<file path="src/rtl/timer_host_if.sv">
// Host-side register interface for the 4-bit period timer: bus decode, start/period handoff,
// sticky completion status, event counter and interrupt. Optional auto-reload: TIMER_HOST_AUTORELOAD_EN.
module timer_host_if #(
  parameter int unsigned EVT_W = 8
) (
  input  logic       clk,
  input  logic       rst,
  input  logic       bus_req,
  input  logic       bus_we,
  input  logic [1:0] bus_addr,
  input  logic [7:0] bus_wdata,
  output logic [7:0] bus_rdata,
  output logic       bus_ack,
  input  logic       timer_done,
  output logic       timer_start,
  output logic [3:0] timer_period,
  output logic       irq
);

  typedef enum logic [1:0] {
    StIdle = 2'd0,
    StArm  = 2'd1,
    StRun  = 2'd2
  } state_e;

  localparam logic [1:0] AddrCtrl   = 2'd0;
  localparam logic [1:0] AddrPeriod = 2'd1;
  localparam logic [1:0] AddrStatus = 2'd2;
  localparam logic [1:0] AddrEvents = 2'd3;

  state_e state_q, state_d;

  logic             ack_q, ack_d;
  logic             we_q;
  logic [1:0]       addr_q;
  logic [3:0]       wdata_q;
  logic             irq_en_q, irq_en_d;
  logic             auto_q;
  logic [3:0]       shadow_q, shadow_d;
  logic [3:0]       period_q, period_d;
  logic             done_q, done_d;
  logic             err_q, err_d;
  logic [EVT_W-1:0] events_q, events_d;
  logic             irq_q, irq_d;

  logic wr, rd, wr_ctrl, start_req, rd_status, busy, done_evt;
  logic [7:0] evt_rd;

  // Upper write-data bits have no register behind them.
  logic unused_wdata;
  assign unused_wdata = ^bus_wdata[7:4];

  // Access fields are captured on the request cycle and acted on in the ack cycle.
  assign wr        = ack_q & we_q;
  assign rd        = ack_q & ~we_q;
  assign wr_ctrl   = wr && (addr_q == AddrCtrl);
  assign start_req = wr_ctrl & wdata_q[0];
  assign rd_status = rd && (addr_q == AddrStatus);
  assign busy      = (state_q != StIdle);
  assign done_evt  = timer_done && (state_q == StRun);
  assign evt_rd    = 8'(events_q);

  // State register
  always_ff @(posedge clk or posedge rst) begin
    if (rst) begin
      state_q <= StIdle;
    end else begin
      state_q <= state_d;
    end
  end

  // Next-state logic
  always_comb begin
    state_d = state_q;
    case (state_q)
      StIdle:  if (start_req) state_d = StArm;
      StArm:   state_d = StRun;
      StRun:   if (done_evt) state_d = auto_q ? StArm : StIdle;
      default: state_d = StIdle;
    endcase
  end

  // Outputs
  always_comb begin
    timer_start  = (state_q == StArm);
    timer_period = period_q;
    irq          = irq_q;
    bus_ack      = ack_q;
    bus_rdata    = 8'h00;
    if (rd) begin
      case (addr_q)
        AddrCtrl:   bus_rdata = {5'b0, auto_q, irq_en_q, 1'b0};
        AddrPeriod: bus_rdata = {4'b0, shadow_q};
        AddrStatus: bus_rdata = {5'b0, err_q, busy, done_q};
        AddrEvents: bus_rdata = evt_rd;
        default:    bus_rdata = 8'h00;
      endcase
    end
  end

  // Register next-state: sets win over read-to-clear, clear wins over increment.
  always_comb begin
    ack_d    = bus_req & ~ack_q;
    irq_en_d = wr_ctrl ? wdata_q[1] : irq_en_q;
    shadow_d = (wr && (addr_q == AddrPeriod)) ? wdata_q : shadow_q;
    period_d = (state_d == StArm) ? shadow_d : period_q;
    done_d   = done_evt | (done_q & ~rd_status);
    err_d    = (start_req & busy) | (err_q & ~rd_status);
    events_d = events_q;
    if (wr && (addr_q == AddrEvents)) begin
      events_d = '0;
    end else if (done_evt) begin
      events_d = events_q + EVT_W'(1);
    end
    irq_d = irq_en_d & done_d;
  end

  always_ff @(posedge clk or posedge rst) begin
    if (rst) begin
      ack_q    <= 1'b0;
      we_q     <= 1'b0;
      addr_q   <= 2'd0;
      wdata_q  <= 4'd0;
      irq_en_q <= 1'b0;
      shadow_q <= 4'd0;
      period_q <= 4'd0;
      done_q   <= 1'b0;
      err_q    <= 1'b0;
      events_q <= '0;
      irq_q    <= 1'b0;
    end else begin
      ack_q    <= ack_d;
      irq_en_q <= irq_en_d;
      shadow_q <= shadow_d;
      period_q <= period_d;
      done_q   <= done_d;
      err_q    <= err_d;
      events_q <= events_d;
      irq_q    <= irq_d;
      if (bus_req && !ack_q) begin
        we_q    <= bus_we;
        addr_q  <= bus_addr;
        wdata_q <= bus_wdata[3:0];
      end
    end
  end

`ifdef TIMER_HOST_AUTORELOAD_EN
  always_ff @(posedge clk or posedge rst) begin
    if (rst) begin
      auto_q <= 1'b0;
    end else if (wr_ctrl) begin
      auto_q <= wdata_q[2];
    end
  end
`else
  assign auto_q = 1'b0;
`endif

endmodule

</file>
<file path="config.mk">
export PLATFORM = sky130hd
export DESIGN_NAME = timer_host_if
export DESIGN_NICKNAME = d
export VERILOG_FILES = /design/src/rtl/timer_host_if.sv
export SDC_FILE = /design/constraint.sdc
export NUM_CORES = 1
export LEC_CHECK = 0
export BUFFER_PORTS_ARGS = -buffer_cell sky130_fd_sc_hd__buf_4
export CAP_MARGIN = 20
export CORE_MARGIN = 2
export CORE_UTILIZATION = 50
export DETAILED_ROUTE_END_ITERATION = 12
export PLACE_DENSITY = 0.86
export SYNTH_ARGS = -nofsm -noshare
export SYNTH_HDL_FRONTEND = slang
export SYNTH_SLANG_ARGS = --single-unit
</file>
<file path="constraint.sdc">
create_clock -name clk -period 2.1 [get_ports clk]
set_clock_uncertainty 0.2 [all_clocks]
set_input_delay 0.105 -clock clk [delete_from_list [all_inputs] [get_ports clk]]
set_output_delay 0.105 -clock clk [all_outputs]
set_load 0.005 [all_outputs]
</file>
==> summary.txt <==
Floorplanning
  • Chip Width: 57.6 µm
  • DIE HEIGHT: around 58 µm
  • Io pins: 30
  • Core area: around 0.0027 mm²
  • Initial core utilization: 52.5%
  • Die area: 0.00331 mm²
  • Rows: 19

Global routing
  • Largest net degree at the start of global routing: 31
  • GRT Overall Usage: 19.8%
  • Total grt overflow: 0
  • Antenna violations before repair: 0
  • Number of global-route vias before repair: 1,096
  • First-pass GRT wire length: 4.91 mm

Placed design
  • GPL Wtd Cong: 0.766
  • Post-Place Worst Slack: 0.338 ns
  • Post-DP HPWL: 2.07 mm
  • IO buf count: 25
  • Dpl cell area: 0.00166 mm²

Timing
  • Final worst setup slack: between 0.1 and 0.15 ns
  • Period utilisation layout: 94.8%
  • Worst slew pin tran: 0.536 ns
  • Final Hold Viols: 0
  • Fmax: 502 MHz
  • Min Tclk post-route: roughly 2 ns
  • RSZ-0062 raised after global routing: false
  • Final slew viol count: 0
  • Setup violations, final: 0
  • Slew HR: 64.2%
  • Post-route setup TNS: 0 ns

Clock tree
  • Worst-Skew Late Latency: around 0.32 ns
  • CTS tree: done
  • CTS buffer count: 5
  • CTS Buffer Depth: 2
  • H-tree levels: 2
  • Post-cts sizing count: 0
  • Sink Count: 30
  • Post-CTS Setup Inserts: 0
  • Hold bufs inserted after CTS: 9
  • CTS root buf: clkbuf_4
  • Reg clk slew, reported paths: about 0.080 ns

Synth
  • Post-synthesis sequential area ratio: between 50% and 60%
  • #FFs+latches synth: 30
  • Count of different cell masters after synthesis: 35
  • Post-synthesis cell area: roughly 0.0014 mm²
  • Synth Area per Inst: ~12 µm²
  • Number of synthesized flops with an enable pin: 0
  • Most used flip-flop cell after synthesis: dfrtp_1
  • Warnings, synthesis: 0
  • Async SR Flop Fraction: 100%
  • Post-Synthesis Cells: 121
  • Syn Nets: between 100 and 150

Drt
  • Metal3 WL: 133 µm
  • WL met2: around 1.5 mm
  • Routed vias: around 1,100
  • Routed len/inst: 14.8 µm
  • Vias per Instance: 5.65
  • Routed Antenna Nets: 0
  • Wl on met1: 1.19 mm
  • Pre-antenna DRT Iters: 4
  • Top layer in use: met4
  • DR DRC count: 0
  • Final WL: 2.83 mm
  • Initial drt markers: 22

Finish
  • Share of cells above drive strength 1: 35.4%
  • Final instance area: 0.00179 mm²
  • Area occupied by multi-input gates: between 600 and 700 µm²
  • Area delta synth->final: 24.8%
  • Register area: 751 µm²
  • N_diodes: 0
  • Final #Nets: between 150 and 200
  • Number of fill cells: 191

Run status
  • Outcome: complete, no violations

Worst setup path
  • CP required: approximately 1.8 ns
  • CP Max Fanout: 13
  • Critical Path Source: addr_q[0]
  • Reg2reg path depth: 3
  • Arrival @ worst endpoint: between 1.5 and 2 ns
  • Startpoint Class: flop
  • CP Capture Type: output pin
  • Critical path class: flop to output pin
  • Worst r2r src: addr_q[0]

Pwr
  • Total power: 1.52 mW
  • Max VDD drop: 0.000581 V
  • Cell Pwr Density: 848 mW/mm²
  • P_leak: 0.855 nW

Hold path
  • Min-delay src: bus_req
  • Hold/Removal Path Class: primary input to flop
  • Hold path cells: 3

Run
  • Max Cap Viol: 0
area by class of cell:
| class | count | area share (%) |
|---|---|---|
| clock buffers | 7 | 2.52 |
| inverters | 4 | 0.839 |
| multi-input cells | 84 | 36.2 |
| flip-flops and latches | 30 | 41.9 |
| well taps | 31 | 2.17 |
| repair buffers | 36 | 16.4 |
synth_stat cells, types with 2 or more instances:
master   instances  share of area, %
mux2_2          18                14
buf_2            2              0.70
o21ai_0          3               1.0
o31ai_1          3               1.6
a22oi_1          2               1.0
or3_1            2              0.87
nor2_1           7               1.8
xnor2_1          2               1.2
a21oi_1          6               2.1
dfrtp_1         30                52
nand2_1          9               2.4
or4_1            3               1.6
nor3b_1          2               1.0
nand3_1          3               1.0
inv_1            4               1.0
and2_1           4               1.7
nor2b_1          3               1.3
sequential cells by signal (all words and copies together), names as in the netlist:
| signal | count |
|---|---|
| irq | 1 |
| timer_period | 4 |
| err_q | 1 |
| irq_en_q | 1 |
| wdata_q | 4 |
| state_q | 2 |
| bus_ack | 1 |
| we_q | 1 |
| events_q | 8 |
| done_q | 1 |
| addr_q | 2 |
| shadow_q | 4 |
power breakdown:
part | internal (mW) | switching (mW) | total (mW)
registers | 0.715 | 0.114 | 0.829
clock network | 0.126 | 0.185 | 0.311
logic | 0.230 | 0.148 | 0.378
critical path, cell delays in order (launching register included):
cell and delay [ns]:
dfrtp_1 0.60, mux2_2 0.38, a22oi_1 0.17, nor2_1 0.07, buf_4 0.14
stage by stage:
stage | hold WS, ns | cells | util (%)
after floorplan | -0.00419 | 121 | -
after global placement | -0.00173 | 176 | 60.5
after detailed placement | 0.00767 | 176 | 60.5
after CTS | 0.0222 | 192 | 65.5
after global routing | 0.0263 | 192 | 65.5
final | 0.00268 | 192 | 65.5
path summary, 6_finish.rpt:
kind / endpoint / slack [ns]
max reg2reg: irq / 0.34
min in group asynchronous: state_q[0] / 0.20
max: bus_rdata[0] / 0.11
min reg2reg: err_q / 0.31
min: bus_ack / 0.003
max in group asynchronous: irq_en_q / 1.21
metal layers:
metal / up-vias / GRT usage (%)
li1: 513 / -
met1: 537 / 22.3
met2: 29 / 33.8
met3: 6 / 6.12
met4: 0 / 9.97
met5: - / 0
placed cells by master, fill, tap and decap left out, drive strengths merged, types with 2 or more instances in the layout:
cell type and instances:
dfrtp 30, buf 27, mux2 18, nand2 9
dlygate4sd3 9, nor2 7, clkbuf 7, a21oi 6
inv 4, and2 4, nand3 4, o31ai 3
or4 3, nor2b 3, o21ai 3, nor3b 2
a22oi 2, xnor2 2, or3 2, nand4b 2
logic make-up (layout without fill, tap and decap cells):
group	Yosys count	after routing	synth area share (%)
buffers and inverters	7	47	2.53
adder cells (fa/ha/maj)	1	1	0.872
multiplexers	19	19	14.8
AND/OR/NAND/NOR	45	45	20.7
XOR/XNOR	2	2	1.22
flip-flops	30	30	52.3
AO/OA/AOI/OAI	17	17	7.50
Note: power is estimated with default switching activity, not from simulation.
